===== src/rtl/pagerank_sched.sv =====
// Iterative PageRank scheduler: offers every page to an external rank datapath once per
// iteration, tracks the largest per-page rank delta and stops on convergence or MAX_ITER.
module pagerank_sched #(
  parameter int unsigned       N        = 16,
  parameter int unsigned       WIDTH    = 16,
  parameter int unsigned       MAX_ITER = 32,
  parameter logic [WIDTH-1:0]  EPS      = 16'h0010
) (
  input  logic                 clk,
  input  logic                 reset,
  input  logic                 start,
  output logic                 page_valid,
  input  logic                 page_ready,
  output logic [$clog2(N)-1:0] page_idx,
  input  logic                 res_valid,
  input  logic [WIDTH-1:0]     res_old,
  input  logic [WIDTH-1:0]     res_new,
  output logic                 commit,
  output logic                 busy,
  output logic                 done,
  output logic                 converged,
  output logic [7:0]           iter_count,
  output logic                 err
);

  localparam int unsigned      IdxW     = $clog2(N);
  localparam int unsigned      CntW     = IdxW + 1;
  localparam logic [CntW-1:0]  NCnt     = CntW'(N);
  localparam logic [IdxW-1:0]  LastIdx  = IdxW'(N - 1);
  localparam logic [7:0]       MaxIter8 = 8'(MAX_ITER);

  typedef enum logic [2:0] {StIdle, StIssue, StDrain, StCheck, StFin} state_e;

  state_e            state_q, state_d;
  logic [IdxW-1:0]   issue_ptr_q, issue_ptr_d;
  logic [CntW-1:0]   rcv_cnt_q, rcv_cnt_d;
  logic [WIDTH-1:0]  max_delta_q, max_delta_d;
  logic [7:0]        iter_q, iter_d;
  logic              conv_q, conv_d;
  logic              err_q, err_d;
  logic              page_valid_q, page_valid_d;
  logic              busy_q, busy_d;
  logic              commit_q, commit_d;
  logic              done_q, done_d;

  logic [WIDTH-1:0]  abs_delta;
  logic              res_accept;
  logic              issue_fire;

  assign abs_delta  = (res_new >= res_old) ? (res_new - res_old) : (res_old - res_new);
  // Results only count while an iteration is collecting and fewer than N have arrived.
  assign res_accept = res_valid && ((state_q == StIssue) || (state_q == StDrain)) &&
                      (rcv_cnt_q != NCnt);
  assign issue_fire = page_valid_q && page_ready;

  always_comb begin
    state_d     = state_q;
    issue_ptr_d = issue_ptr_q;
    rcv_cnt_d   = rcv_cnt_q;
    max_delta_d = max_delta_q;
    iter_d      = iter_q;
    conv_d      = conv_q;
    err_d       = err_q;

    if (res_valid) begin
      if (res_accept) begin
        rcv_cnt_d = rcv_cnt_q + CntW'(1);
        if (abs_delta > max_delta_q) begin
          max_delta_d = abs_delta;
        end
      end else begin
        err_d = 1'b1;
      end
    end

    unique case (state_q)
      StIdle: begin
        if (start) begin
          state_d     = StIssue;
          issue_ptr_d = '0;
          rcv_cnt_d   = '0;
          max_delta_d = '0;
          iter_d      = '0;
          conv_d      = 1'b0;
        end
      end
      StIssue: begin
        if (issue_fire) begin
          if (issue_ptr_q == LastIdx) begin
            issue_ptr_d = '0;
            // A zero-latency datapath can complete the iteration on the last issue.
            state_d     = (rcv_cnt_d == NCnt) ? StCheck : StDrain;
          end else begin
            issue_ptr_d = issue_ptr_q + IdxW'(1);
          end
        end
      end
      StDrain: begin
        if (rcv_cnt_d == NCnt) begin
          state_d = StCheck;
        end
      end
      StCheck: begin
        iter_d      = iter_q + 8'd1;
        rcv_cnt_d   = '0;
        max_delta_d = '0;
        if (max_delta_q <= EPS) begin
          conv_d  = 1'b1;
          state_d = StFin;
        end else if (iter_d == MaxIter8) begin
          conv_d  = 1'b0;
          state_d = StFin;
        end else begin
          state_d = StIssue;
        end
      end
      StFin: begin
        state_d = StIdle;
      end
      default: begin
        state_d = StIdle;
      end
    endcase

    page_valid_d = (state_d == StIssue);
    busy_d       = (state_d != StIdle);
    commit_d     = (state_d == StCheck);
    done_d       = (state_d == StFin);
  end

  always_ff @(posedge clk or negedge reset) begin
    if (!reset) begin
      state_q      <= StIdle;
      issue_ptr_q  <= '0;
      rcv_cnt_q    <= '0;
      max_delta_q  <= '0;
      iter_q       <= '0;
      conv_q       <= 1'b0;
      err_q        <= 1'b0;
      page_valid_q <= 1'b0;
      busy_q       <= 1'b0;
      commit_q     <= 1'b0;
      done_q       <= 1'b0;
    end else begin
      state_q      <= state_d;
      issue_ptr_q  <= issue_ptr_d;
      rcv_cnt_q    <= rcv_cnt_d;
      max_delta_q  <= max_delta_d;
      iter_q       <= iter_d;
      conv_q       <= conv_d;
      err_q        <= err_d;
      page_valid_q <= page_valid_d;
      busy_q       <= busy_d;
      commit_q     <= commit_d;
      done_q       <= done_d;
    end
  end

  assign page_valid = page_valid_q;
  assign page_idx   = issue_ptr_q;
  assign commit     = commit_q;
  assign busy       = busy_q;
  assign done       = done_q;
  assign converged  = conv_q;
  assign iter_count = iter_q;
  assign err        = err_q;

endmodule

===== config.mk =====
export PLATFORM = sky130hd
export DESIGN_NAME = pagerank_sched
export DESIGN_NICKNAME = d
export VERILOG_FILES = /design/src/rtl/pagerank_sched.sv
export SDC_FILE = /design/constraint.sdc
export NUM_CORES = 1
export LEC_CHECK = 0
export ABC_CLOCK_PERIOD_IN_PS = 4600
export CAP_MARGIN = 25
export CORE_MARGIN = 2
export CORE_UTILIZATION = 61
export CTS_CLUSTER_SIZE = 20
export DETAILED_ROUTE_END_ITERATION = 7
export PLACE_DENSITY = 0.87
export SETUP_SLACK_MARGIN = 0.15
export SLEW_MARGIN = 20
export SYNTH_ARGS = -nofsm -noshare
export SYNTH_HDL_FRONTEND = slang
export SYNTH_SLANG_ARGS = --single-unit

===== constraint.sdc =====
create_clock -name clk -period 4.6 [get_ports clk]
set_input_delay 0.69 -clock clk [delete_from_list [all_inputs] [get_ports clk]]
set_output_delay 0.69 -clock clk [all_outputs]
set_load 0.1 [all_outputs]

==> results.py, run 1 <==
metrics = {
    "route": {
        "vias": 4531,
        "initialDrtViolationCount": 390,
        "wirelength_um": 13850,
        "met3_length_um": 853,
        "drc_errors": 0,
        "wl_met1_um": 5081,
        "met2_length_um": 6923,
        "maxUsedRoutingLayer": "met4",
        "wl_per_cell_um": 19.87,
        "firstDrtPassIters": 5,
        "avgViaCountPerCell": 6.501,
        "drtAntennaViolNets": 0,
    },
    "status": {
        "status": "finished with violations",
        "violations": "negative setup slack",
    },
    "clock_network": {
        "path_clk_slew_ps": 80,
        "cts-buffers-inserted": 5,
        "cts_tree": "done",
        "cts_sinks": 42,
        "cts_buffer_depth": 2,
        "worstSkewPairLatency_ps": 290,
        "cts_root_buf": "clkbuf_8",
        "htreeDepth": 2,
        "cts_hold_buf": 0,
    },
    "yosys": {
        "synth_ff_type": "dfrtp_1",
        "netlist_instances": 500,
        "async_flop_share": 1.000,
        "syn-cell-area_um2": 4145,
        "avgSynthCellArea_um2": 8.290,
        "ys_seq_area_frac": 0.2535,
        "syn-num-nets": 591,
        "synth_edf_count": 0,
        "yosys_warnings": 0,
        "synth_cell_type_count": 66,
        "ys_ff_latch": 42,
    },
    "timing": {
        "finClkSkew_ps": 6.240,
        "setup_viol": 16,
        "drv_slew": 0,
        "hold_viol": 0,
        "setup_ws_ps": -138.5,
        "period_share": 1.030,
        "post-route-min-period_ps": 4738,
        "rsz0062_at_grt": "yes",
        "worst_pin_slew_ps": 976.2,
        "relSlewSlack": 0.3472,
        "fmax_ghz": 0.2110,
    },
    "floorplan": {
        "core_um2": 6681,
        "die_height_um": 86.44,
        "fp.dieW_um": 86.44,
        "dieArea_um2": 7471,
        "row_count": 30,
        "initial_core_util": 0.6204,
        "top_level_ports": 55,
    },
    "worst_setup_path": {
        "crit_required_ps": 4750,
        "cp.arrival_ps": 4890,
        "worst_path_max_delay_cell": "o41a_4",
        "startpoint_type": "input pin",
        "crit_chain": "clkdlybuf4s50_1 > inv_1 > ha_1 > nand4_1 > buf_4 > o41a_4 > buf_6 > a221oi_2 > o311ai_2 > xor2_1 > ha_1 > o211ai_1 > a211oi_2 > o311a_4 > buf_6 > mux2i_1 > nor2_1",
        "max_stage_delay_ps": 530,
        "cp-end-kind": "flop",
        "crit_type": "in -> reg",
        "regToRegSetupSlack_ps": 2180,
        "crit_fanout": 6,
    },
    "pwr": {
        "internal_power_uw": 1284,
        "p_leak_uw": 0.002839,
        "seqPwrFrac": 0.260,
        "powerDensity_nw_per_um2": 433.2,
        "p_switching_uw": 1229,
        "pwr-share-comb": 0.649,
        "total_power_uw": 2513,
        "sw_frac_of_total": 0.4890,
        "clockPowerShare": 0.091,
        "ir_drop_uv": 174.9,
    },
    "cells_and_area": {
        "final_core_util": 0.8682,
        "diodes": 0,
        "final_area_um2": 5801,
        "final_nets": 708,
        "final_common_cell": "buf_4",
        "drive_gt1_frac": 0.2593,
        "area_growth_pct": 39.93,
        "final_cell_mix": "buf_4, inv_1, dfrtp_1",
    },
    "place": {
        "gp_congestion": 0.9403,
        "port-buffer-count": 54,
        "placed_area_um2": 5112,
        "dp_hpwl_um": 8010,
    },
    "run": {
        "cap_violations": 0,
    },
    "global_routing": {
        "overflow": 0,
        "grt_pass1_wl_um": 18780,
        "grt_max_degree": 43,
        "first_global_vias": 4211,
        "grt.total_usage": 0.3077,
        "antenna_found_initial": 0,
    },
    "worst_hold_path": {
        "min-delay-path-class": "reg -> reg",
    },
}
## critical path, delay by kind of cell
kind	cells	cell delay, ps
muxes	1	230
AOI/OAI and AO/OA	6	1790
xor gates and xnor gates	1	200
adders and majority gates	2	700
buffers and inverters	5	1060
and+or+nand+nor	2	200
## power by group through the flow
stage	registers (uW)	clock network, uW	logic, uW
2_1_floorplan	801	0	712
3_3_place_gp	628	0	1200
3_5_place_dp	639	0	1260
4_1_cts	636	225	1390
5_1_grt	671	240	1720
6_report	654	228	1630
## cell families (layout without fill, tap and decap cells)
| logic type | after synthesis | count (layout) | share of synthesized area |
|---|---|---|---|
| AOI/OAI and AO/OA | 138 | 138 | 0.2240 |
| xor gates and xnor gates | 23 | 23 | 0.04860 |
| adders and majority gates | 54 | 54 | 0.1666 |
| buffers and inverters | 82 | 199 | 0.08421 |
| DFF | 42 | 42 | 0.2535 |
| muxes | 20 | 20 | 0.04860 |
| and+or+nand+nor | 141 | 141 | 0.1745 |
## area by class of cell
class / count / area (um2)
clock inverter: 2 / 10.01
inverter: 60 / 230.2
multi-input combinational: 376 / 3131
fill: 319 / 880.8
timing repair buffer: 132 / 1210
sequential: 42 / 1051
clock buffer: 5 / 68.82
tap: 80 / 100.1
## through the flow
step	worst slack, ps	setup TNS [ps]	instances	hold WS, ps
5_1_grt	-182.5	-2178	697	497.2
4_1_cts	150.7	0	687	491.6
3_3_place_gp	-299.7	-4239	671	457.0
2_1_floorplan	221.6	0	500	394.4
3_5_place_dp	-508.2	-6235	671	470.9
6_report	-138.5	-1363	697	488.4
## sequential cells by signal, summed over array words and instances (netlist names)
| register | count |
|---|---|
| converged | 1 |
| iter_count | 8 |
| commit | 1 |
| busy | 1 |
| page_idx | 4 |
| max_delta_q | 16 |
| rcv_cnt_q | 5 |
| done | 1 |
| err | 1 |
| state_q | 3 |
| page_valid | 1 |
## repair_timing
action / 4_1_cts / 5_1_grt
setup buffers: 8 / 10
pin swaps: 35 / 37
gates resized for setup: 42 / 70
cloned: 1 / 0
endpoints found under the setup margin: 16 / 16
## metal layers
| layer | vias to the layer above | track usage |
|---|---|---|
| li1 | 1992 | - |
| met1 | 2106 | 0.3520 |
| met2 | 323 | 0.5566 |
| met3 | 110 | 0.03524 |
| met4 | 0 | 0.1662 |
| met5 | - | 0 |
## Yosys cell counts, types with 8 or more instances
library cell  instances  area (um2)
a21oi_1              40       200.2
xor2_1               12       105.1
clkbuf_1              8       30.03
xnor2_1              11       96.34
nor2_1               38       142.6
nand2_1              32       120.1
nand3_1              11       55.05
o21ai_0              33       165.2
inv_1                60       225.2
nand4_1               8       50.05
a21o_1               10       75.07
nand2b_1              9       56.30
ha_1                 52       650.6
mux2i_1              19       190.2
dfrtp_1              42        1051
## worst paths after layout
| kind | startpoint | end | cells past startpoint |
|---|---|---|---|
| max in group asynchronous | reset | iter_count[6] | 1 |
| min | err | err | 1 |
| max reg2reg | max_delta_q[5] | max_delta_q[12] | 10 |
| min in group asynchronous | reset | rcv_cnt_q[2] | 1 |
| max | res_old[14] | max_delta_q[3] | 17 |
| min reg2reg | err | err | 1 |
(Power assumes the default switching activity.)
==> inputs of run 2 (changes only) <==
--- a/config.mk
+++ b/config.mk
@@ -5,13 +5,13 @@
 export SDC_FILE = /design/constraint.sdc
 export NUM_CORES = 1
 export LEC_CHECK = 0
-export ABC_CLOCK_PERIOD_IN_PS = 4600
+export ABC_CLOCK_PERIOD_IN_PS = 6080
 export CAP_MARGIN = 25
 export CORE_MARGIN = 2
-export CORE_UTILIZATION = 61
+export CORE_UTILIZATION = 25
+export CTS_CLUSTER_DIAMETER = 200
 export CTS_CLUSTER_SIZE = 20
 export DETAILED_ROUTE_END_ITERATION = 7
-export PLACE_DENSITY = 0.87
 export SETUP_SLACK_MARGIN = 0.15
 export SLEW_MARGIN = 20
 export SYNTH_ARGS = -nofsm -noshare
==> constraint.sdc (replaced) <==
create_clock -name clk -period 6.08 [get_ports clk]
set_input_delay 0.912 -clock clk [delete_from_list [all_inputs] [get_ports clk]]
set_output_delay 0.912 -clock clk [all_outputs]
set_load 0.1 [all_outputs]
==> results.py, run 2 (synthesis results as in run 1) <==
metrics = {
    "pwr": {
        "p_leak_uw": 0.002306,
        "total_power_uw": 1706,
        "powerDensity_nw_per_um2": 337.2,
        "ir_drop_uv": 263.4,
    },
    "timing": {
        "period_share": 0.8610,
        "hold_viol": 0,
        "rsz0062_at_grt": "no",
        "setup_viol": 0,
        "setup-tns-final_ps": 0,
        "finClkSkew_ps": 5.507,
        "fmax_ghz": 0.1910,
        "post-route-min-period_ps": 5235,
        "setup_ws_ps": 845.1,
        "relSlewSlack": 0.3444,
        "worst_pin_slew_ps": 980.3,
        "drv_slew": 0,
    },
    "clock_network": {
        "cts_hold_buf": 0,
        "path_clk_slew_ps": 60,
        "cts_root_buf": "clkbuf_16",
        "worstSkewPairLatency_ps": 280,
        "post_cts_resized": 0,
        "cts-buffers-inserted": 5,
        "cts_setup_buffers": 0,
        "htreeDepth": 2,
        "cts_tree": "done",
        "cts_buffer_depth": 2,
        "cts_sinks": 42,
    },
    "floorplan": {
        "row_count": 47,
        "core_um2": 16410,
        "fp.dieW_um": 132.8,
        "dieArea_um2": 17630,
        "top_level_ports": 55,
        "initial_core_util": 0.2527,
        "die_height_um": 132.8,
    },
    "global_routing": {
        "overflow": 0,
        "grt_max_degree": 43,
        "grt_pass1_wl_um": 15800,
        "antenna_found_initial": 0,
        "grt.total_usage": 0.1052,
        "first_global_vias": 3229,
    },
    "route": {
        "initialDrtViolationCount": 159,
        "wl_per_cell_um": 12.49,
        "drtAntennaViolNets": 0,
        "avgViaCountPerCell": 4.715,
        "firstDrtPassIters": 4,
        "wirelength_um": 9519,
        "drc_errors": 0,
        "vias": 3593,
    },
    "worst_setup_path": {
        "r2r_cells": 7,
        "crit_type": "in -> reg",
        "crit_fanout": 13,
        "startpoint_type": "input pin",
        "cp-end-kind": "flop",
        "crit_required_ps": 6210,
        "cp.arrival_ps": 5370,
    },
    "place": {
        "placed_area_um2": 4840,
        "dp_hpwl_um": 7516,
        "place_ws_ps": 546.8,
        "port-buffer-count": 54,
        "gp_congestion": 0.8064,
    },
    "cells_and_area": {
        "final_common_cell": "inv_1",
        "area_growth_pct": 22.03,
        "diodes": 0,
        "drive_gt1_frac": 0.04059,
        "final_cell_mix": "inv_1, clkdlybuf4s50_1, ha_1",
        "largest_reg_flops": 16,
        "final_area_um2": 5059,
        "final_nets": 632,
        "largest-register": "max_delta_q",
    },
    "worst_hold_path": {
        "min-delay-path-class": "reg -> reg",
        "worstHoldPathCells": 1,
    },
    "run": {
        "cap_violations": 0,
    },
    "status": {
        "status": "finished, final reports clean",
    },
}
[run 2: changes by cell type in the layout (fill, tap and decap cells not counted), sizes merged]
cell,delta
buf,-78
clkinv,-2
clkdlybuf4s15,-1
clkdlybuf4s50,+20
bufinv,+2
dlymetal6s2s,-16
[run 2: layout make-up]
cell class / instances / area (um2)
inverter: 60 / 225.2
sequential: 42 / 1051
tap: 220 / 275.3
multi-input combinational: 376 / 2745
fill: 1736 / 11350
clock inverter: 2 / 60.06
timing repair buffer: 56 / 563.0
clock buffer: 6 / 138.9
[run 2: worst max-delay path, stage by stage]
cell,delay (ps)
clkdlybuf4s50_1,430
inv_1,70
ha_1,170
inv_1,70
fa_1,410
a21o_1,210
a2111oi_4,410
o41a_4,250
nand2_4,130
a211oi_1,200
a2bb2oi_1,230
xnor2_1,120
ha_1,280
and3_1,160
nand4_1,140
a211oi_1,230
o311a_1,390
buf_4,300
mux2i_1,220
nor2_1,60
[run 2: path summary, 6_finish.rpt]
kind / from / to / slack (ps)
hold / removal: err / err / 480
max in group asynchronous: reset / max_delta_q[14] / 5120
setup / recovery: res_new[0] / max_delta_q[8] / 850
hold reg to reg: err / err / 480
min in group asynchronous: reset / page_idx[0] / 500
setup reg to reg: state_q[0] / max_delta_q[8] / 3420
[run 2: metal layers]
layer	vias up	part of all wire	global-route usage	routed length, um
li1	1840	-	-	-
met1	1666	0.51	0.1532	4819
met2	78	0.45	0.1658	4275
met3	9	0.033	0.01226	314
met4	0	0.011	0.02569	109
met5	-	0	0	0
[run 2: where the power goes]
part	total [uW]	switching, uW	internal (uW)
logic	875	531	344
registers	479	105	375
clock network	351	105	246
total	1710	741	965
[run 2: per-stage QoR]
step	hold WS, ps	util	std cells
after floorplan	462.3	-	500
after global placement	458.9	0.2950	753
after detailed placement	463.0	0.2950	753
after CTS	480.2	0.3071	761
after global routing	494.6	0.3083	762
final	476.1	0.3083	762
==> inputs of run 3 (changes only) <==
--- a/config.mk
+++ b/config.mk
@@ -7,7 +7,7 @@
 export LEC_CHECK = 0
 export ABC_CLOCK_PERIOD_IN_PS = 6080
 export CAP_MARGIN = 25
-export CORE_MARGIN = 2
+export CORE_MARGIN = 10
 export CORE_UTILIZATION = 25
 export CTS_CLUSTER_DIAMETER = 200
 export CTS_CLUSTER_SIZE = 20
==> results.py, run 3 (synthesis results as in run 1) <==
metrics = {
    "status": {
        "status": "finished, final reports clean",
    },
    "place": {
        "dp_hpwl_um": 7930,
        "placed_area_um2": 4840,
        "gp_congestion": 0.8284,
        "port-buffer-count": 54,
        "dp.cells": 753,
    },
    "timing": {
        "rsz0062_at_grt": "no",
        "drv_slew": 0,
        "post-route-min-period_ps": 5193,
        "fmax_ghz": 0.1926,
        "relSlewSlack": 0.3192,
        "period_share": 0.8542,
        "hold_viol": 0,
        "setup_viol": 0,
        "worst_pin_slew_ps": 1018,
        "setup-tns-final_ps": 0,
        "finClkSkew_ps": 4.902,
    },
    "global_routing": {
        "first_global_vias": 3364,
        "grt_pass1_wl_um": 16560,
        "antenna_found_initial": 0,
        "grt_max_degree": 43,
        "grt.total_usage": 0.08704,
        "overflow": 0,
    },
    "worst_setup_path": {
        "regToRegSetupSlack_ps": 3470,
        "r2r_cells": 7,
        "startpoint_type": "input pin",
        "cp-end-kind": "flop",
        "reg2reg_from": "state_q[0]",
        "reg2reg_to": "max_delta_q[4]",
        "cp.arrival_ps": 5330,
        "cp_num_buf_inv": 3,
        "crit_required_ps": 6220,
        "max_stage_delay_ps": 480,
        "crit_fanout": 13,
        "crit_type": "in -> reg",
        "critPathTopFamily": "compound AO/OA/AOI/OAI gates",
        "worst_path_max_delay_cell": "clkdlybuf4s50_1",
        "crit_chain": "clkdlybuf4s50_1 > ha_1 > inv_1 > fa_1 > a21o_1 > a2111oi_4 > o41a_4 > nand2_4 > a211oi_1 > a2bb2oi_1 > xnor2_1 > ha_1 > and3_1 > nand4_1 > a211oi_1 > o311a_1 > buf_4 > mux2i_1 > nor2_1",
    },
    "route": {
        "drtAntennaViolNets": 0,
        "firstDrtPassIters": 4,
        "avgViaCountPerCell": 4.707,
        "met3_length_um": 438,
        "wirelength_um": 9901,
        "drc_errors": 0,
        "wl_per_cell_um": 12.99,
        "maxUsedRoutingLayer": "met4",
        "met2_length_um": 4362,
        "wl_met1_um": 5068,
        "initialDrtViolationCount": 150,
        "vias": 3587,
    },
    "worst_hold_path": {
        "worstHoldPathCells": 1,
        "min-delay-path-class": "reg -> reg",
        "hold_start": "err",
        "min_to": "err",
    },
    "clock_network": {
        "cts_buffer_depth": 2,
        "cts_tree": "done",
        "cts_setup_buffers": 0,
        "worstSkewPairLatency_ps": 280,
        "post_cts_resized": 0,
        "cts_sinks": 42,
        "htreeDepth": 2,
        "cts-buffers-inserted": 5,
        "cts_root_buf": "clkbuf_16",
        "path_clk_slew_ps": 60,
        "cts_hold_buf": 0,
    },
    "cells_and_area": {
        "largest_reg_flops": 16,
        "final_area_um2": 5011,
        "diodes": 0,
        "regArea_um2": 1051,
        "final_core_util": 0.3054,
        "final_common_cell": "inv_1",
        "largest-register": "max_delta_q",
        "area_growth_pct": 20.89,
        "multi_input_area_um2": 2745,
        "final_cells": 762,
        "drive_gt1_frac": 0.04059,
        "final_nets": 632,
        "final_cell_mix": "inv_1, clkdlybuf4s50_1, ha_1",
        "n_fill_cell": 1729,
    },
    "floorplan": {
        "core_um2": 16410,
        "row_count": 47,
        "initial_core_util": 0.2527,
        "top_level_ports": 55,
        "dieArea_um2": 22130,
        "die_height_um": 148.8,
        "fp.dieW_um": 148.8,
    },
    "pwr": {
        "ir_drop_uv": 262.6,
        "p_leak_uw": 0.002281,
        "powerDensity_nw_per_um2": 322.5,
    },
    "run": {
        "cap_violations": 0,
    },
}
[run 3: cell types whose count changed in the layout (fill, tap and decap cells not counted), sizes merged]
cell      previous run  this run
bufinv               2         0
clkinv               0         1
clkinvlp             0         1
[run 3: how the worst max path moves through the flow]
| stage | to | slack [ps] | start | depth (start not counted) |
|---|---|---|---|---|
| 2_1_floorplan | max_delta_q[11] | 1480 | res_new[0] | 20 |
| 3_3_place_gp | max_delta_q[1] | 690 | res_old[0] | 19 |
| 3_5_place_dp | max_delta_q[8] | 560 | res_old[0] | 19 |
| 4_1_cts | max_delta_q[4] | 880 | res_old[0] | 19 |
| 5_1_grt | max_delta_q[5] | 420 | res_new[0] | 20 |
| 6_report | max_delta_q[4] | 890 | res_old[0] | 19 |
[run 3: layout make-up]
| class | instances | area share |
|---|---|---|
| Multi-Input combinational cell | 376 | 0.5478 |
| Sequential cell | 42 | 0.2097 |
| Timing Repair Buffer | 56 | 0.1124 |
| Tap cell | 220 | 0.05493 |
| Inverter | 60 | 0.04494 |
| Clock buffer | 6 | 0.02772 |
| Clock inverter | 2 | 0.002497 |
[run 3: metal layers]
layer  track usage  vias to the layer above
li1              -                     1848
met1        0.1248                     1659
met2        0.1358                       78
met3       0.01547                        2
met4       0.01178                        0
met5             0                        -
[run 3: power by group]
part	switching, uW	total, uW	internal [uW]
combinational	529	871	342
clock	105	268	162
sequential	102	477	375
total	737	1620	879
[run 3: through the flow]
| step | total power (uW) | hold slack (ps) | worst slack (ps) |
|---|---|---|---|
| after CTS | 1626 | 483.3 | 879.0 |
| after global placement | 1346 | 457.7 | 694.6 |
| after global routing | 1758 | 503.3 | 415.4 |
| after detailed placement | 1353 | 466.6 | 555.1 |
| after floorplan | 1145 | 462.3 | 1480 |
| final | 1616 | 474.4 | 886.6 |
